==> config.mk <==
export PLATFORM = sky130hd
export DESIGN_NAME = uart_rx_core_flat
export DESIGN_NICKNAME = d
export VERILOG_FILES = /design/src/rtl/uart_rx_core_if.sv /design/src/rtl/uart_rx_core.sv /design/src/flat_wrapper.sv
export SDC_FILE = /design/constraint.sdc
export NUM_CORES = 1
export LEC_CHECK = 0
export BUFFER_PORTS_ARGS = -buffer_cell sky130_fd_sc_hd__buf_2
export CORE_MARGIN = 4
export CORE_UTILIZATION = 45
export CTS_CLUSTER_DIAMETER = 30
export DETAILED_ROUTE_END_ITERATION = 8
export SLEW_MARGIN = 0
export SYNTH_ARGS = -nofsm -noshare
export SYNTH_HDL_FRONTEND = slang
export SYNTH_SLANG_ARGS = --single-unit
export TNS_END_PERCENT = 1
==> constraint.sdc <==
create_clock -name clk_50M -period 2.6 [get_ports clk_50M]
set_clock_uncertainty 0.1 [all_clocks]
set_input_delay 0.13 -clock clk_50M [delete_from_list [all_inputs] [get_ports clk_50M]]
set_output_delay 0.13 -clock clk_50M [all_outputs]
set_load 0.005 [all_outputs]
==> src/rtl/uart_rx_core_if.sv <==
// Consumer-side bundle of the UART receiver: byte output, valid/ack handshake and status.
interface uart_rx_core_if;
    logic       read_en;
    logic [7:0] read_data;
    logic       data_valid;
    logic       frame_err;
    logic       overrun;
    logic       busy;

    modport master (
        input  read_en,
        output read_data,
        output data_valid,
        output frame_err,
        output overrun,
        output busy
    );

    modport slave (
        output read_en,
        input  read_data,
        input  data_valid,
        input  frame_err,
        input  overrun,
        input  busy
    );
endinterface

==> src/rtl/uart_rx_core.sv <==
// UART 8N1 receiver, LSB first: synchronised input, mid-bit start validation,
// centre sampling, one-byte holding register with valid/ack, framing-error and overrun flags.
module uart_rx_core #(
    parameter int unsigned BAUD_DIV = 5208,
    parameter int unsigned HALF_DIV = 2604
) (
    input  logic            clk_50M,
    input  logic            rst_n,
    input  logic            uart_rxd,
    uart_rx_core_if.master  bus
);

    localparam int unsigned CNT_W = $clog2(BAUD_DIV);
    localparam logic [CNT_W-1:0] BIT_END  = CNT_W'(BAUD_DIV - 1);
    localparam logic [CNT_W-1:0] HALF_END = CNT_W'(HALF_DIV - 1);

    typedef enum logic [2:0] {
        S_IDLE,
        S_START,
        S_DATA,
        S_STOP,
        S_WAIT_HI
    } state_t;

    state_t           r_state;
    state_t           w_state_next;
    logic             r_sync1;
    logic             r_rxd_s;
    logic             r_rxd_d;
    logic [CNT_W-1:0] r_cnt;
    logic [CNT_W-1:0] w_cnt_next;
    logic [2:0]       r_bit_idx;
    logic [2:0]       w_bit_idx_next;
    logic [7:0]       r_shreg;
    logic [7:0]       w_shreg_next;
    logic             w_good;
    logic             w_ferr;
    logic [7:0]       r_read_data;
    logic             r_data_valid;
    logic             r_frame_err;
    logic             r_overrun;
    logic             r_busy;

    // Two-flop synchroniser plus one delay flop for falling-edge detection; idle level is high.
    always_ff @(posedge clk_50M or negedge rst_n) begin
        if (!rst_n) begin
            r_sync1 <= 1'b1;
            r_rxd_s <= 1'b1;
            r_rxd_d <= 1'b1;
        end else begin
            r_sync1 <= uart_rxd;
            r_rxd_s <= r_sync1;
            r_rxd_d <= r_rxd_s;
        end
    end

    always_ff @(posedge clk_50M or negedge rst_n) begin
        if (!rst_n) begin
            r_state   <= S_IDLE;
            r_cnt     <= '0;
            r_bit_idx <= '0;
            r_shreg   <= '0;
        end else begin
            r_state   <= w_state_next;
            r_cnt     <= w_cnt_next;
            r_bit_idx <= w_bit_idx_next;
            r_shreg   <= w_shreg_next;
        end
    end

    // Next state; the bit counter restarts on every state entry and at each data-bit boundary.
    always_comb begin
        w_state_next   = r_state;
        w_cnt_next     = r_cnt + CNT_W'(1);
        w_bit_idx_next = r_bit_idx;
        w_shreg_next   = r_shreg;
        w_good         = 1'b0;
        w_ferr         = 1'b0;
        case (r_state)
            S_IDLE: begin
                w_cnt_next = '0;
                if (r_rxd_d && !r_rxd_s) begin
                    w_state_next = S_START;
                end
            end
            S_START: begin
                if (r_cnt == HALF_END) begin
                    w_cnt_next = '0;
                    if (!r_rxd_s) begin
                        w_state_next   = S_DATA;
                        w_bit_idx_next = '0;
                    end else begin
                        w_state_next = S_IDLE;
                    end
                end
            end
            S_DATA: begin
                if (r_cnt == BIT_END) begin
                    w_cnt_next     = '0;
                    w_shreg_next   = {r_rxd_s, r_shreg[7:1]};
                    w_bit_idx_next = r_bit_idx + 3'd1;
                    if (r_bit_idx == 3'd7) begin
                        w_state_next = S_STOP;
                    end
                end
            end
            S_STOP: begin
                if (r_cnt == BIT_END) begin
                    w_cnt_next = '0;
                    if (r_rxd_s) begin
                        w_good       = 1'b1;
                        w_state_next = S_IDLE;
                    end else begin
                        w_ferr       = 1'b1;
                        w_state_next = S_WAIT_HI;
                    end
                end
            end
            S_WAIT_HI: begin
                w_cnt_next = '0;
                if (r_rxd_s) begin
                    w_state_next = S_IDLE;
                end
            end
            default: begin
                w_cnt_next   = '0;
                w_state_next = S_IDLE;
            end
        endcase
    end

    // Holding register and status; a completing frame takes priority over the consumer ack.
    always_ff @(posedge clk_50M or negedge rst_n) begin
        if (!rst_n) begin
            r_read_data  <= '0;
            r_data_valid <= 1'b0;
            r_frame_err  <= 1'b0;
            r_overrun    <= 1'b0;
            r_busy       <= 1'b0;
        end else begin
            r_frame_err <= w_ferr;
            r_busy      <= (w_state_next != S_IDLE);
            if (w_good) begin
                r_read_data  <= r_shreg;
                r_data_valid <= 1'b1;
                if (r_data_valid && !bus.read_en) begin
                    r_overrun <= 1'b1;
                end
            end else if (bus.read_en && r_data_valid) begin
                r_data_valid <= 1'b0;
                r_overrun    <= 1'b0;
            end
        end
    end

    assign bus.read_data  = r_read_data;
    assign bus.data_valid = r_data_valid;
    assign bus.frame_err  = r_frame_err;
    assign bus.overrun    = r_overrun;
    assign bus.busy       = r_busy;

endmodule

==> src/flat_wrapper.sv <==
// flat-port wrapper written by rule: the top's interface ports become plain ports
module uart_rx_core_flat 
#(
    parameter int unsigned BAUD_DIV = 5208,
    parameter int unsigned HALF_DIV = 2604
)
  (clk_50M, rst_n, uart_rxd, bus_read_en, bus_read_data, bus_data_valid, bus_frame_err, bus_overrun, bus_busy);
  uart_rx_core_if bus_i ();
  input  logic clk_50M;
  input  logic rst_n;
  input  logic uart_rxd;
  input wire logic [$bits(bus_i.read_en)-1:0] bus_read_en;
  output wire logic [$bits(bus_i.read_data)-1:0] bus_read_data;
  output wire logic [$bits(bus_i.data_valid)-1:0] bus_data_valid;
  output wire logic [$bits(bus_i.frame_err)-1:0] bus_frame_err;
  output wire logic [$bits(bus_i.overrun)-1:0] bus_overrun;
  output wire logic [$bits(bus_i.busy)-1:0] bus_busy;
  assign bus_i.read_en = bus_read_en;
  assign bus_read_data = bus_i.read_data;
  assign bus_data_valid = bus_i.data_valid;
  assign bus_frame_err = bus_i.frame_err;
  assign bus_overrun = bus_i.overrun;
  assign bus_busy = bus_i.busy;
  uart_rx_core #(.BAUD_DIV(BAUD_DIV), .HALF_DIV(HALF_DIV)) u_core (.clk_50M(clk_50M), .rst_n(rst_n), .uart_rxd(uart_rxd), .bus(bus_i));
endmodule
==> flow_summary.rst <==
.. list-table::
   :header-rows: 1

   * - Metric
     - Value
   * - Outcome
     - complete, no violations
   * - Cell with the most instances after synthesis
     - dfrtp_1
   * - Data required, critical path
     - 2.67 ns
   * - Time the worst path needs with I/O delays and setup
     - 2.173 ns
   * - Floorplan core area
     - 4058 µm²
   * - Detailed-router iteration count before antenna repair
     - 4
   * - Cell row count
     - 23
   * - Yosys cell types
     - 40
   * - Post-Syn Nets
     - 165
   * - DRT antenna net count
     - 0
   * - Number of gates on the worst path with buffers counted
     - 5
   * - Number of hold violations in the final report
     - 0
   * - Port bufs
     - 15
   * - Gate Count Post-Synth
     - 158
   * - Height of the die
     - 73.35 µm
   * - Number of warnings printed during yosys synthesis
     - 0
   * - Mean routed wirelength per cell
     - 14.59 µm
   * - Final setup viols
     - 0
   * - Setup repair bufs after CTS
     - 0
   * - Cells on worst reg2reg path
     - 5
   * - Worst path top cell family by delay
     - simple AND/OR/NAND/NOR gates
   * - Vias after detailed routing
     - 1280
   * - Post-synth design cell area
     - 1922 µm²
   * - Max-capacitance violation count
     - 0
   * - Number of antenna violations at the first check in global routing
     - 0
   * - Share of post-route cells with drive strength above 1
     - 0.3111
   * - Maximum number of pins on one net before global-route repair
     - 43
   * - Tcrit/Tclk final
     - 0.8357
   * - Worst slew slack as a fraction of its limit
     - 0.4013
   * - Number of cells upsized or downsized after cts
     - 0
   * - Clock Pin Slew Worst Setup and Hold Paths
     - 0.08 ns
   * - Sum of negative setup slack
     - 0 ns
   * - Chip width
     - 73.35 µm
   * - Detail-routed via count per cell
     - 5.565
   * - Deepest level of the CTS H-tree
     - 2
   * - Total track usage
     - 0.1484
   * - Signal arrival time at the worst endpoint
     - 2.24 ns
   * - Routed wire length
     - 3355 µm
   * - Diode insertion count for antenna repair
     - 0
   * - Net load switching power
     - 0.0003426 W
   * - Share of synthesized registers carrying an async set or reset
     - 1.000
   * - Sw frac
     - 0.2644
   * - Power share of the clock group
     - 0.305
   * - Cell accounting for the most synthesized area
     - dfrtp_1
   * - Die area
     - 5380 µm²
   * - Share of power burned in registers
     - 0.590
   * - Category of the most critical setup path
     - flop to flop
   * - Startpoint types
     - flop
   * - GRT overflow
     - 0
   * - Cell Count, Final, Fillers Out
     - 230
   * - Sum of internal, switching and leakage power
     - 0.001296 W
   * - Int Power
     - 0.0009533 W
   * - Number of buffers inserted during clock tree synthesis
     - 5
   * - Delay of the slowest cell on the worst path
     - 0.46 ns
   * - Residual DRC count
     - 0
   * - Count of buffering cells on the critical path with inverters included
     - 0
   * - Leakage
     - 1.025 nW
   * - Peak VDD IR
     - 0.0003976 V
   * - Post-Place Cells
     - 220
   * - Detailed router's first-iteration violation count
     - 72
   * - CTS Root Buffer Type
     - clkbuf_8
   * - Number of enable-type register cells in the synthesized netlist
     - 0
   * - Yosys reg bits
     - 42
   * - Path class of the lowest-slack min-delay path
     - input port to flop
   * - Peak clock frequency supported by timing
     - 0.4602 GHz
   * - Combinational share of power
     - 0.105
   * - Min-Delay Path Depth
     - 3
   * - Transition at the pin with the smallest max-transition slack
     - 0.8981 ns
   * - Final RePlAce weighted congestion
     - 0.8207
   * - Fraction of synthesized cell area taken by the top area cell type
     - 0.5078
   * - Cell with the biggest individual delay on the critical path
     - nor3_4
   * - Vias in the first global route
     - 1309
   * - Bufs on Longest Clock Path
     - 2
   * - Most used standard cells in the synthesized netlist
     - dfrtp_1 (39), mux2_2 (18), nor3_1 (14)
   * - Sink count of the clock tree
     - 42
   * - First-pass GRT wire length
     - 6141 µm
   * - Most instantiated flip-flop cell in the synthesis netlist
     - dfrtp_1
   * - Crit Path Max Fanout
     - 9
   * - RSZ-0062 raised after global routing
     - no
   * - I/O Pins
     - 16
   * - Crit path cell chain
     - ha_1, and4bb_2, nand3_2, nor3_4, mux2_2
   * - Number of max-slew violations in the final report
     - 0
   * - Post-synthesis sequential area ratio
     - 0.5488
   * - Clock tree from TritonCTS
     - built
   * - Signed area change from the synthesized netlist to the final layout
     - 11.91%
   * - Total number of nets in the final design
     - 186
   * - Worst-skew pair later-pin latency
     - 0.28 ns
   * - Largest cells by area after synthesis
     - dfrtp_1 (51%), mux2_2 (11%), dfstp_2 (4.1%)
   * - Post-synthesis average cell area
     - 12.16 µm²
   * - Cell Pwr Density
     - 602.5 nW/µm²
   * - HPWL reported at the end of detailed placement
     - 2391 µm
   * - Initial cell density of the core
     - 0.4736
   * - Kind of end point of the critical path
     - flop
==> registers in the layout (all words and copies together), names as in the netlist <==
signal,count
u_core.r_sync1,1
u_core.bus.data_valid,1
u_core.bus.overrun,1
u_core.bus.busy,1
u_core.r_cnt,13
u_core.r_rxd_d,1
u_core.r_bit_idx,3
u_core.bus.read_data,8
u_core.r_state,3
u_core.r_rxd_s,1
u_core.bus.frame_err,1
u_core.r_shreg,8
==> layout make-up <==
class	count	area, µm²
fill	356	1907
sequential	42	1055
multi-input combinational	104	807.0
timing repair buffer	20	117.6
clock buffer	6	72.57
tap	50	62.56
inverter	6	22.52
clock inverter	2	13.76
==> metal layers <==
layer  vias to the layer above  GRT usage  wire, µm
li1                        619          -         -
met1                       631     0.2067      1574
met2                        28     0.2244      1620
met3                         2    0.04514       141
met4                         0    0.04225        19
met5                         -          0         0
==> worst min-delay path, stage by stage <==
cell,delay (ns)
buf_2,0.08
nand2b_1,0.13
o21ai_0,0.09
==> worst paths after layout <==
path / from / end / slack [ns]
setup reg to reg: u_core.r_cnt[0] / u_core.bus.read_data[3] / 0.43
min in group asynchronous: rst_n / u_core.bus.busy / 0.41
max in group asynchronous: rst_n / u_core.r_cnt[5] / 1.42
hold reg to reg: u_core.r_sync1 / u_core.r_rxd_s / 0.26
setup / recovery: u_core.r_cnt[0] / u_core.bus.read_data[3] / 0.43
hold / removal: bus_read_en / u_core.bus.data_valid / 0.09
==> logic make-up (layout without fill, tap and decap cells) <==
group | count (synthesis) | count (layout) | share of synthesized area
xor+xnor | 11 | 11 | 0.05013
mux | 18 | 18 | 0.1055
simple gates | 62 | 62 | 0.1999
flops | 42 | 42 | 0.5488
compound gates | 10 | 10 | 0.04493
fa+ha+maj | 3 | 3 | 0.01953
buf+inv | 12 | 34 | 0.03125
==> power by group through the flow <==
stage	sequential (W)	clock (W)	combinational, W
after floorplan	0.000746	0	0.000125
after global placement	0.000774	0	0.000133
after detailed placement	0.000777	0	0.000135
after CTS	0.000764	0.000413	0.000139
after global routing	0.000776	0.000447	0.000163
final	0.000765	0.000395	0.000136
==> cell usage in the layout, fill, tap and decap left out, drive strengths merged <==
master,n
mux2,18
xor2,4
buf,18
nor4,6
a22o,3
o41a,1
nor4b,1
a2bb2oi,1
and4,2
a211o,1
nand4,4
dlygate4sd3,2
clkinv,2
nor2,4
nand2b,3
ha,3
nand2,7
a41oi,1
a32oi,1
and3b,1
clkbuf,6
nand3,8
and2,1
o21ai,1
nor3b,2
dfstp,3
and4bb,1
and3,4
inv,6
nor3,16
nand4b,1
dfrtp,39
a21boi,1
and2b,1
xnor2,7
==> per-stage QoR <==
| step | hold WS [ns] | utilization | instance area, µm² | setup WS, ns |
|---|---|---|---|---|
| after floorplan | -0.2656 | - | 1922 | 0.6463 |
| after global placement | 0.1378 | 0.5039 | 2044 | 0.5132 |
| after detailed placement | 0.1373 | 0.5039 | 2044 | 0.4396 |
| after CTS | 0.08554 | 0.5301 | 2151 | 0.4227 |
| after global routing | 0.1135 | 0.5301 | 2151 | 0.2641 |
| final | 0.08923 | 0.5301 | 2151 | 0.4272 |
==> what timing repair did <==
action,CTS,global route
hold buffers,2,0
endpoints found under the hold margin,40,0
endpoints found under the setup margin,0,0
Note: power is estimated with default switching activity, not from simulation.
